$ cat config.mk
export PLATFORM = sky130hd
export DESIGN_NAME = arb_mux
export DESIGN_NICKNAME = d
export VERILOG_FILES = /design/src/rtl/arb_mux_pkg.sv /design/src/rtl/arb_mux_rr_arbiter.sv /design/src/rtl/arb_mux.sv
export SDC_FILE = /design/constraint.sdc
export NUM_CORES = 1
export LEC_CHECK = 0
export CORE_MARGIN = 5
export CORE_UTILIZATION = 32
export DETAILED_ROUTE_END_ITERATION = 10
export MAX_ROUTING_LAYER = met4
export PLACE_DENSITY_LB_ADDON = 0.25
export SLEW_MARGIN = 20
export SYNTH_ARGS = -nofsm -noshare
export SYNTH_HDL_FRONTEND = slang
export SYNTH_SLANG_ARGS = --single-unit
$ cat constraint.sdc
create_clock -name clk_in -period 3.5 [get_ports clk_in]
set_clock_uncertainty 0.1 [all_clocks]
set_input_delay 0.875 -clock clk_in [delete_from_list [all_inputs] [get_ports clk_in]]
set_output_delay 0.875 -clock clk_in [all_outputs]
set_load 0.01 [all_outputs]
$ cat src/rtl/arb_mux_pkg.sv
// rtl/arb_mux_pkg.sv - shared defaults, lock state encoding and round-robin search helper for arb_mux
package arb_mux_pkg;

    localparam int ARB_MUX_BUS_WIDTH_DEF = 32;
    localparam int ARB_MUX_NUM_CH_DEF    = 4;

    typedef enum logic {
        LK_UNLOCKED = 1'b0,
        LK_LOCKED   = 1'b1
    } lock_state_t;

    // First set bit of req at or after ptr, wrapping; req bits beyond the channel count must be zero.
    function automatic logic [3:0] rr_next(input logic [3:0] ptr, input logic [15:0] req);
        logic [3:0] idx;
        logic       found;
        rr_next = ptr;
        found   = 1'b0;
        for (int i = 0; i < 16; i++) begin
            idx = ptr + 4'(i);
            if (!found && req[idx]) begin
                rr_next = idx;
                found   = 1'b1;
            end
        end
    endfunction

endpackage

$ cat src/rtl/arb_mux_rr_arbiter.sv
// rtl/arb_mux_rr_arbiter.sv - round-robin grant with rotating pointer and optional grant-hold lock (ARB_MUX_LOCK_EN)
module rr_arbiter
    import arb_mux_pkg::*;
#(
    parameter  int NUM_CH    = ARB_MUX_NUM_CH_DEF,
    localparam int SEL_WIDTH = $clog2(NUM_CH)
) (
    input  logic                 clk,
    input  logic                 rst_n,
    input  logic [NUM_CH-1:0]    req,
    input  logic                 advance,
    input  logic [NUM_CH-1:0]    hold,
    output logic [NUM_CH-1:0]    gnt,
    output logic [SEL_WIDTH-1:0] gnt_idx
);

    logic [SEL_WIDTH-1:0] ptr;
    logic [SEL_WIDTH-1:0] ptr_nxt;
    logic [SEL_WIDTH-1:0] rr_idx;
    logic [SEL_WIDTH-1:0] win_idx;
    logic                 win_vld;
    logic                 xfer;

    function automatic logic [SEL_WIDTH-1:0] ptr_step(input logic [SEL_WIDTH-1:0] g);
        return (g == SEL_WIDTH'(NUM_CH - 1)) ? '0 : g + 1'b1;
    endfunction

    assign rr_idx  = SEL_WIDTH'(rr_next(4'(ptr), 16'(req)));
    assign xfer    = advance && win_vld;
    assign gnt_idx = win_idx;

    always_comb begin
        gnt = '0;
        if (win_vld) begin
            gnt[win_idx] = 1'b1;
        end
    end

`ifdef ARB_MUX_LOCK_EN
    lock_state_t          state;
    lock_state_t          state_nxt;
    logic [SEL_WIDTH-1:0] lock_ch;
    logic [SEL_WIDTH-1:0] lock_ch_nxt;

    // A locked owner keeps the grant even while idle; everyone else waits.
    always_comb begin
        win_idx = rr_idx;
        win_vld = |req;
        if (state == LK_LOCKED) begin
            win_idx = lock_ch;
            win_vld = req[lock_ch];
        end
    end

    always_comb begin
        state_nxt   = state;
        lock_ch_nxt = lock_ch;
        ptr_nxt     = ptr;
        if (xfer) begin
            unique case (state)
                LK_UNLOCKED: begin
                    ptr_nxt = ptr_step(win_idx);
                    if (hold[win_idx]) begin
                        state_nxt   = LK_LOCKED;
                        lock_ch_nxt = win_idx;
                    end
                end
                LK_LOCKED: begin
                    if (!hold[win_idx]) begin
                        state_nxt = LK_UNLOCKED;
                        ptr_nxt   = ptr_step(win_idx);
                    end
                end
            endcase
        end
    end

    always_ff @(posedge clk or negedge rst_n) begin
        if (!rst_n) begin
            state   <= LK_UNLOCKED;
            lock_ch <= '0;
            ptr     <= '0;
        end else begin
            state   <= state_nxt;
            lock_ch <= lock_ch_nxt;
            ptr     <= ptr_nxt;
        end
    end
`else
    logic unused_hold;

    assign unused_hold = ^hold;
    assign win_idx     = rr_idx;
    assign win_vld     = |req;
    assign ptr_nxt     = xfer ? ptr_step(win_idx) : ptr;

    always_ff @(posedge clk or negedge rst_n) begin
        if (!rst_n) begin
            ptr <= '0;
        end else begin
            ptr <= ptr_nxt;
        end
    end
`endif

endmodule

$ cat src/rtl/arb_mux.sv
// rtl/arb_mux.sv - N-channel round-robin arbitrated mux with registered output slot; ARB_MUX_LOCK_EN adds lock_in grant hold
module arb_mux
    import arb_mux_pkg::*;
#(
    parameter  int BUS_WIDTH = ARB_MUX_BUS_WIDTH_DEF,
    parameter  int NUM_CH    = ARB_MUX_NUM_CH_DEF,
    localparam int SEL_WIDTH = $clog2(NUM_CH)
) (
    input  logic                        clk_in,
    input  logic                        rst_n_in,
    input  logic [NUM_CH-1:0]           valid_in,
    input  logic [NUM_CH*BUS_WIDTH-1:0] data_in,
    output logic [NUM_CH-1:0]           ready_out,
`ifdef ARB_MUX_LOCK_EN
    input  logic [NUM_CH-1:0]           lock_in,
`endif
    output logic                        valid_out,
    output logic [BUS_WIDTH-1:0]        data_out,
    output logic [SEL_WIDTH-1:0]        sel_out,
    input  logic                        ready_in
);

    logic                 load;
    logic                 xfer;
    logic [NUM_CH-1:0]    gnt;
    logic [NUM_CH-1:0]    hold;
    logic [SEL_WIDTH-1:0] gnt_idx;
    logic [BUS_WIDTH-1:0] load_data;

`ifdef ARB_MUX_LOCK_EN
    assign hold = lock_in;
`else
    assign hold = '0;
`endif

    // The slot may refill in the same cycle it drains, so a held ready_in gives full throughput.
    assign load      = !valid_out || ready_in;
    assign xfer      = load && (|gnt);
    assign ready_out = load ? gnt : '0;

    rr_arbiter #(
        .NUM_CH (NUM_CH)
    ) u_arb (
        .clk     (clk_in),
        .rst_n   (rst_n_in),
        .req     (valid_in),
        .advance (load),
        .hold    (hold),
        .gnt     (gnt),
        .gnt_idx (gnt_idx)
    );

    always_comb begin
        load_data = '0;
        for (int k = 0; k < NUM_CH; k++) begin
            if (gnt[k]) begin
                load_data = data_in[k*BUS_WIDTH +: BUS_WIDTH];
            end
        end
    end

    always_ff @(posedge clk_in or negedge rst_n_in) begin
        if (!rst_n_in) begin
            valid_out <= 1'b0;
            data_out  <= '0;
            sel_out   <= '0;
        end else if (xfer) begin
            valid_out <= 1'b1;
            data_out  <= load_data;
            sel_out   <= gnt_idx;
        end else if (ready_in) begin
            valid_out <= 1'b0;
        end
    end

    // Producers must hold a request and its payload until it is accepted.
    for (genvar k = 0; k < NUM_CH; k++) begin : g_src_chk
        a_src_stable: assert property (@(posedge clk_in) disable iff (!rst_n_in)
            (valid_in[k] && !ready_out[k]) |=>
            (valid_in[k] && $stable(data_in[k*BUS_WIDTH +: BUS_WIDTH])));
    end

endmodule

# == Yosys cells after proc, flatten, opt, wreduce, memory -nomap -nowiden ==
# Cells that the tools add are included.
# op_classes
addsub,16
magnitude_cmp,18
n_eq_ne,1
n_mux,73
reduce_logical,38
# op_table
cell,n
$mux 32,4
$bmux 1 s4,15
$lt 4x5->1 const B,12
$mux 1,34
$mux 2,16
$logic_and 1x1->1,18
$add 2x3->4 const B,4
$add 2x4->4 const B,4
$logic_not 1->1,16
$lt 3x5->1 const B,3
$add 3x3->4 const B,2
$mux 4,2
$reduce_or 4->1,2
$add 2x2->3 const B,2
$lt 2x5->1 const B,1
$add 3x1->4 const B,1
$add 3x2->4 const B,1
$add 2x1->3 const B,1
$lt 2x3->1 const B,1
$add 2x1->2 const B,1
$bmux 1 s2,1
$demux 1 s2,1
$eq 2x2->1 const B,1
$ge 2x1->1 const B,1
2 further kinds,2
# totals
regBits,37
inputBits,135
output_inout_bits,39
word_cells,150

# == Depth between registers and ports, before layout ==
# Gate-level depths: netlist of run 1.
# depth
ltp_word,57
ltp_mapped,17
ltp_nobuf,14

# == Hierarchy ==
# From an unflattened synthesis of run 1, not the netlist that was laid out.
# hier_totals
hier_cells,276
area_unflattened_um2,2842.7
# by_module_without_submodules
module,n_inst,cells_each,area_per_inst_um2,seq_area_each_um2
arb_mux,1,209,2238.4,875.8
rr_arbiter,1,67,604.3,50.0

# == Worst setup path after synthesis of run 1 ==
# No wires, ideal clock.
# synth_timing
path_type,reg-to-output
startpoint,register u_arb.ptr[1]
endpoint,output ready_out[3]
arrival_ns,2.748
required_ns,2.525
setup_slack_ns,-0.223
path_stages_with_launch,12
path_buffers,1
cell_sequence,dfrtp_1 -> inv_1 -> ha_1 -> buf_6 -> mux2_4 -> mux2_4 -> and4b_4 -> a311o_1 -> a32oi_2 -> inv_1 -> ha_1 -> and3_1
# synth_between
elab_chain_len,54
elab_cells_between_ends,114
classes_between,15 x add/sub; 2 x order compare; 66 x mux; 31 x reduce/logical
# synth_lines
element,line_no,rtl
from (decl),arb_mux_rr_arbiter.sv:17,logic [SEL_WIDTH-1:0] ptr;
from (signal assigned),arb_mux_rr_arbiter.sv:101,ptr <= ptr_nxt;
branches (longest 47 deep; another with $add 2x1->3),--,
$mux 2 *,arb_mux_pkg.sv:20,if (!found && req[idx]) begin
net gnt_idx[1],arb_mux.sv:27,logic [SEL_WIDTH-1:0] gnt_idx;
$lt 2x3->1 (not written as such) or $ge 2x1->1 (tied branches),arb_mux_rr_arbiter.sv:35,gnt[win_idx] = 1'b1;
$logic_and 1x1->1 (not written as such),arb_mux_rr_arbiter.sv:35,
$mux 1 (not written as such),arb_mux_rr_arbiter.sv:35,
$demux 1 s2 *,--,
$mux 4 *,arb_mux_rr_arbiter.sv:34,if (win_vld) begin
$mux 4 *,arb_mux.sv:39,assign ready_out = load ? gnt : '0;
to (decl),arb_mux.sv:13,"output logic [NUM_CH-1:0] ready_out,"
# Mark *: on every way through the listed nets, which the timed path passes. The select of a mux whose other input is x is not followed.

# == Final worst setup path of run 1 ==
# layout_timing
startpoint,register u_arb.ptr[1]
endpoint,output ready_out[1]
# layout_between
elab_chain_len,54
elab_cells_between_ends,114
classes_between,15 x add/sub; 2 x order compare; 66 x mux; 31 x reduce/logical
# layout_lines
element,line_no
branches (longest 47 deep; another with $add 2x1->3),--
$mux 2 *,arb_mux_pkg.sv:20
$lt 2x3->1 (not written as such) or $ge 2x1->1 (tied branches),arb_mux_rr_arbiter.sv:35
$logic_and 1x1->1 (not written as such),arb_mux_rr_arbiter.sv:35
$mux 1 (not written as such),arb_mux_rr_arbiter.sv:35
$demux 1 s2 *,--
$mux 4 *,arb_mux_rr_arbiter.sv:34
$mux 4 *,arb_mux.sv:39
# Every way passes the cells marked *. The select of a mux whose other input is x is not followed.

==> results of run 1 <==
## area by class of cell
type                            count  area (sq um)
Timing Repair Buffer              229          2370
Fill cell                         547          2100
Multi-Input combinational cell    200          1970
Sequential cell                    37           926
Tap cell                          102           128
Clock buffer                        6          82.6
Inverter                            6          22.5
Clock inverter                      2          13.8
## worst max-delay path by stage
stage / start / endpoint / slack, ns / cells past startpoint
6_report: u_arb.ptr[1] / ready_out[1] / -0.48 / 12
3_5_place_dp: valid_in[0] / ready_out[2] / -1.20 / 10
2_1_floorplan: u_arb.ptr[1] / ready_out[2] / -0.11 / 11
5_1_grt: u_arb.ptr[1] / ready_out[1] / -0.58 / 12
3_3_place_gp: valid_in[0] / ready_out[1] / -1.17 / 9
4_1_cts: u_arb.ptr[1] / ready_out[1] / -0.46 / 12
## kinds of logic after synthesis
group,synth area share
xor gates and xnor gates,0.00709
AOI/OAI and AO/OA,0.347
muxes,0.0527
and+or+nand+nor,0.131
buffers and inverters,0.0572
adders and majority gates,0.0304
DFF,0.375
## state kept, by name, summed over array words and instances (netlist names)
signal and cells:
valid_out 1, sel_out 2, u_arb.ptr 2, data_out 32
## what timing repair did
item | CTS | global route
buffers inserted | 8 | 4
cloned | 5 | 3
gates resized for setup | 95 | 37
setup endpoints to repair | 39 | 37
pin swaps | 13 | 13
## per-stage QoR
stage	cell area (sq um)	instances
final	5510	582
after CTS	5230	576
after global routing	5510	582
after floorplan	2530	268
after global placement	4620	555
after detailed placement	4620	555
## metal layers
metal	part of all wire	vias up	global-route usage
li1	-	1505	-
met1	0.41	1623	0.274
met2	0.50	158	0.402
met3	0.065	28	0.0521
met4	0.025	0	0.0682
met5	0	-	-
## tightest hold or removal path: stages, from the launching register on
cell     delay, ns
dfrtp_1       0.34
nand2_1       0.05
o31ai_1       0.05
## cells in the mapped netlist (2+ instances only)
cell type,count
nand2_1,40
dfrtp_1,37
o22ai_1,33
a221oi_1,32
o31ai_1,32
clkbuf_1,12
buf_2,11
nor2_1,7
ha_1,6
inv_1,6
and3_1,5
mux2i_1,4
and2_1,3
mux2_4,3
nand2b_1,3
nor2b_1,3
a21oi_1,2
buf_1,2
mux4_2,2
nand3_1,2
o21ai_0,2
xnor2_1,2
==> summary.txt, run 1 <==
Layout
  – Commonest cells after routing, fill and taps aside: clkdlybuf4s50_1 (164), buf_4 (38), dfrtp_1 (37), nand2_1 (31), o22ai_1 (28)
  – Fin util: 0.724
  – Number of antenna cells inserted: 0
  – Nets: 620
  – Leading cell type in the layout, fill and taps excluded: clkdlybuf4s50_1
  – Area grow syn2layout: 123%
  – Ratio of cells with drive above 1 in the final layout: 0.323

Logic synthesis
  – Post-synth EDFFs: 0
  – Synth unique cells: 41
  – Post-Syn Nets: 409
  – #FFs+latches synth: 37
  – Gate Count Post-Synth: 268
  – Synth Flop Type: dfrtp_1
  – Mapped Area: 0.00247 sq mm
  – Synth area leaders: dfrtp_1 (37%), a221oi_1 (11%), o31ai_1 (9.7%)
  – Dominant cell type by area after synthesis: dfrtp_1
  – Yosys warns: 0
  – Sequential share of the synthesized area: 0.375
  – Synth top area share: 0.375
  – Ys async rst share: 1.00
  – Syn Area/Cell: just over 9 sq um

Critical path
  – Worst r2r dst: data_out[16]
  – FF-to-FF Start: u_arb.ptr[1]
  – Slowest stage cell on the critical path: dfrtp_1
  – Crit path kind: reg -> out
  – CP endpoint kind: primary output
  – CP Max Fanout: 4
  – Slowest stage delay, CP: 0.39 ns
  – Critical Path AT: 3.01 ns
  – Critical path, cell by cell: inv_2 -> ha_4 -> mux2_4 -> mux2_4 -> and4b_4 -> a311o_1 -> a32oi_2 -> buf_4 -> buf_6 -> ha_4 -> and3_4 -> buf_6
  – Reg2Reg Depth: 18
  – Reg2Reg Setup Slack: -0.27 ns
  – Startpoint types: register
  – Critical Path RT: 2.52 ns
  – Crit path max-delay family: multiplexers
  – Buf/Inv on CP: 4

Timing
  – RSZ-0062 raised after global routing: true
  – Final setup fails: 37
  – Fin crit period: 3.98 ns
  – Fin Hold WS: 0.378 ns
  – Final worst slack: -0.484 ns
  – Peak Freq: between 200 and 300 MHz
  – Slew headroom: 0.423
  – Final count of pins violating max slew: 0
  – Setup_tns: -8.99 ns
  – Post-route clock period utilization: 1.14
  – Fin. Hold Viols: 0
  – Measured slew at the worst slew-check pin: 0.866 ns

Routing
  – Post-detailed-route count of antenna-violating nets: 0
  – Router iterations before antenna repair: 4
  – Final wirelength: 11900 microns
  – Via-per-instance ratio: 5.69
  – DR DRC count: 0
  – 1st-iter DRT viols: 139
  – Average routed wire per standard cell: approximately 20 microns
  – Via count: about 3300

Clocking
  – Clock buffer count from CTS: 5
  – Maximum clock insertion buffer count: 2
  – Worst-Skew Late Latency: around 0.29 ns
  – Clk sink count: 37
  – H-tree depth: 2
  – Post-cts hold buffer count: 0
  – CTS tree: done
  – Clk root buf: clkbuf_8
  – Clock transition at path regs: 0.08 ns

Floorplanning
  – DIE AREA: between 0.009 and 0.01 sq mm
  – Overall die width: 97.9 microns
  – Chip Height: 97.9 microns
  – Starting Density: 0.325
  – Cell Rows: 32
  – Total core area: 0.00761 sq mm
  – # IOs: around 170

Run
  – MaxCap Viol Count: 0

Placement
  – HPWL after DPL: 7690 microns
  – Final GP Congestion: between 0.8 and 0.9
  – IO buf count: around 170
  – DP Worst Slack: -1.20 ns

Status
  – Status: finished, violations left
  – Failing checks: negative setup slack

Global route
  – Initial antenna violation count: 0
  – Vias in the first global route: approximately 3400
  – Largest net degree at the start of global routing: 38
  – Global-route wire length before repair: 17600 microns
  – Grt ovf: 0
  – Total GRT Usage: 0.234

Worst hold path
  – Worst min path class: reg -> reg
  – Sink of the worst hold path: data_out[17]
  – Min-delay src: data_out[17]
  – Hold Path Cell Cnt: 2
Power of run 1 is left out: the tool's default activity adds up to more than one toggle a clock period on the data nets, which glitch-free logic cannot reach.
==> inputs of run 2 (changes only) <==
--- a/config.mk
+++ b/config.mk
@@ -5,6 +5,7 @@
 export SDC_FILE = /design/constraint.sdc
 export NUM_CORES = 1
 export LEC_CHECK = 0
+export CORE_ASPECT_RATIO = 0.7
 export CORE_MARGIN = 5
 export CORE_UTILIZATION = 32
 export DETAILED_ROUTE_END_ITERATION = 10
==> run 2 against run 1 <==
Compared with the run above: the flow still finishes with violations (negative setup slack); worst setup slack worse by 0.013 ns; cell area up 9.3%; via count up 2.7%; utilization up 8.8 points; routed wire length up 12%; non-clock buffer count up 17; worst hold slack better by 0.0099 ns.
==> summary.txt, run 2 (synthesis gave the netlist of run 1 again) <==
Global route
  – Total GRT Usage: 0.271
  – Largest net degree at the start of global routing: 38
  – Initial antenna violation count: 1
  – Vias in the first global route: 3659
  – Global-route wire length before repair: 19800 microns
  – Grt ovf: 0

Layout
  – Ratio of cells with drive above 1 in the final layout: 0.414
  – Area grow syn2layout: 144%
  – Leading cell type in the layout, fill and taps excluded: clkdlybuf4s50_1
  – Commonest cells after routing, fill and taps aside: clkdlybuf4s50_1 (164), buf_4 (43), dfrtp_1 (37), o22ai_1 (31), a221oi_2 (25)
  – Nets: 637
  – Top flop regs: data_out (32), sel_out (2), u_arb.ptr (2)
  – Max reg flops: 32
  – Number of fill cells in the layout: about 450
  – Cell area after layout: between 0.006 and 0.007 sq mm
  – Most flops, register: data_out

Worst hold path
  – Worst min path class: reg -> reg

Routing
  – Post-detailed-route count of antenna-violating nets: 0
  – Average routed wire per standard cell: 22.3 microns
  – DR DRC count: 0
  – Router iterations before antenna repair: 4
  – Final wirelength: ~13000 microns
  – Via-per-instance ratio: between 5 and 6
  – Via count: 3404
  – 1st-iter DRT viols: 168

Clocking
  – Clk root buf: clkbuf_8
  – Clock transition at path regs: 0.08 ns
  – Clock buffer count from CTS: 5
  – Worst-Skew Late Latency: 0.29 ns
  – Maximum clock insertion buffer count: 2
  – CTS tree: done
  – Clk sink count: 37
  – H-tree depth: 2

Critical path
  – Critical Path AT: 3.02 ns
  – Startpoint types: register
  – CP Max Fanout: 5
  – CP endpoint: ready_out[1]
  – FF-to-FF Start: u_arb.ptr[0]
  – Reg2Reg Setup Slack: -0.20 ns
  – Worst r2r dst: data_out[17]
  – Reg2Reg Depth: 16
  – Crit path kind: reg -> out
  – Critical Path RT: about 2.5 ns
  – Critical Path Source: u_arb.ptr[0]
  – CP endpoint kind: primary output

Timing
  – Fin. Hold Viols: 0
  – Post-route clock period utilization: 1.14
  – Final worst slack: -0.497 ns
  – Measured slew at the worst slew-check pin: between 0.8 and 0.9 ns
  – Fin crit period: between 3 and 4 ns
  – Peak Freq: roughly 250 MHz
  – Fin Hold WS: 0.388 ns
  – RSZ-0062 raised after global routing: true
  – Final setup fails: 38
  – Slew headroom: 0.418
  – Final count of pins violating max slew: 0

Floorplanning
  – DIE AREA: 0.00960 sq mm
  – # IOs: 174
  – Cell Rows: 26
  – Total core area: approximately 0.0074 sq mm
  – Starting Density: 0.333
  – Chip Height: 83.5 microns
  – Overall die width: 115 microns

Run
  – MaxCap Viol Count: 0

Placement
  – Post-DP Area: 0.00463 sq mm
  – Final GP Congestion: 0.882
  – HPWL after DPL: 8410 microns
  – IO buf count: approximately 170

Status
  – Failing checks: negative setup slack
  – Status: finished, violations left
==> run 2: cell types whose count changed in the layout (fill, tap and decap cells not counted), sizes merged <==
cell | before | now
clkinv | 2 | 0
diode | 0 | 1
bufinv | 0 | 1
buf | 63 | 81
clkbuf | 8 | 7
clkinvlp | 0 | 1
==> run 2: cell type report <==
cell class	count	area (sq um)	share of cell area
clock inverter	2	37.5	0.00623
clock buffer	6	82.6	0.0137
timing repair buffer	246	2570	0.427
sequential	37	926	0.154
tap	98	123	0.0204
inverter	6	22.5	0.00374
multi-input combinational	200	2260	0.375
antenna	1	2.50	0.000415
==> run 2: worst min path at each step <==
| stage | start | to | slack [ns] | cells after the start |
|---|---|---|---|---|
| global placement | data_out[30] | data_out[30] | 0.36 | 2 |
| CTS | data_out[31] | data_out[31] | 0.38 | 2 |
| detailed placement | data_out[31] | data_out[31] | 0.36 | 2 |
| global route | data_out[10] | data_out[10] | 0.41 | 2 |
| finish | data_out[31] | data_out[31] | 0.39 | 2 |
| floorplan | data_out[18] | data_out[18] | 0.41 | 2 |
==> run 2: layer usage <==
metal / vias to the layer above / track usage / share of wire / wire length, microns
met5: - / - / 0 / 0
met4: 0 / 0.0608 / 0.018 / 245
met3: 27 / 0.0601 / 0.087 / 1160
met2: 193 / 0.457 / 0.50 / 6680
met1: 1651 / 0.330 / 0.39 / 5210
li1: 1533 / - / - / -
==> run 2: per-stage QoR <==
| stage | worst slack, ns | std cells | setup TNS, ns | utilization |
|---|---|---|---|---|
| 2_1_floorplan | -0.107 | 268 | -0.420 | - |
| 3_3_place_gp | -1.21 | 558 | -30.24 | 0.624 |
| 3_5_place_dp | -1.32 | 558 | -35.88 | 0.624 |
| 4_1_cts | -0.471 | 589 | -11.24 | 0.768 |
| 5_1_grt | -0.624 | 596 | -11.58 | 0.812 |
| 6_report | -0.497 | 596 | -7.14 | 0.812 |
==> run 2: worst max-delay path, cell delays in order, from the launching register on <==
cell,delay (ns)
dfrtp_1,0.37
inv_2,0.06
ha_4,0.30
mux2_4,0.32
mux2_4,0.29
and4b_4,0.20
a311o_1,0.29
a32oi_2,0.25
buf_4,0.17
ha_2,0.18
and3_4,0.16
buf_2,0.14
==> run 2: repair_timing <==
item                                   4_1_cts  5_1_grt
resized for setup                          150       49
setup endpoints to repair                   39       39
cloned                                       9        1
endpoints found under the hold margin        0        0
hold buffers                                 0        0
buffers inserted                            14       11
pin swaps                                   26       18
Power of run 2 is left out for the same reason.
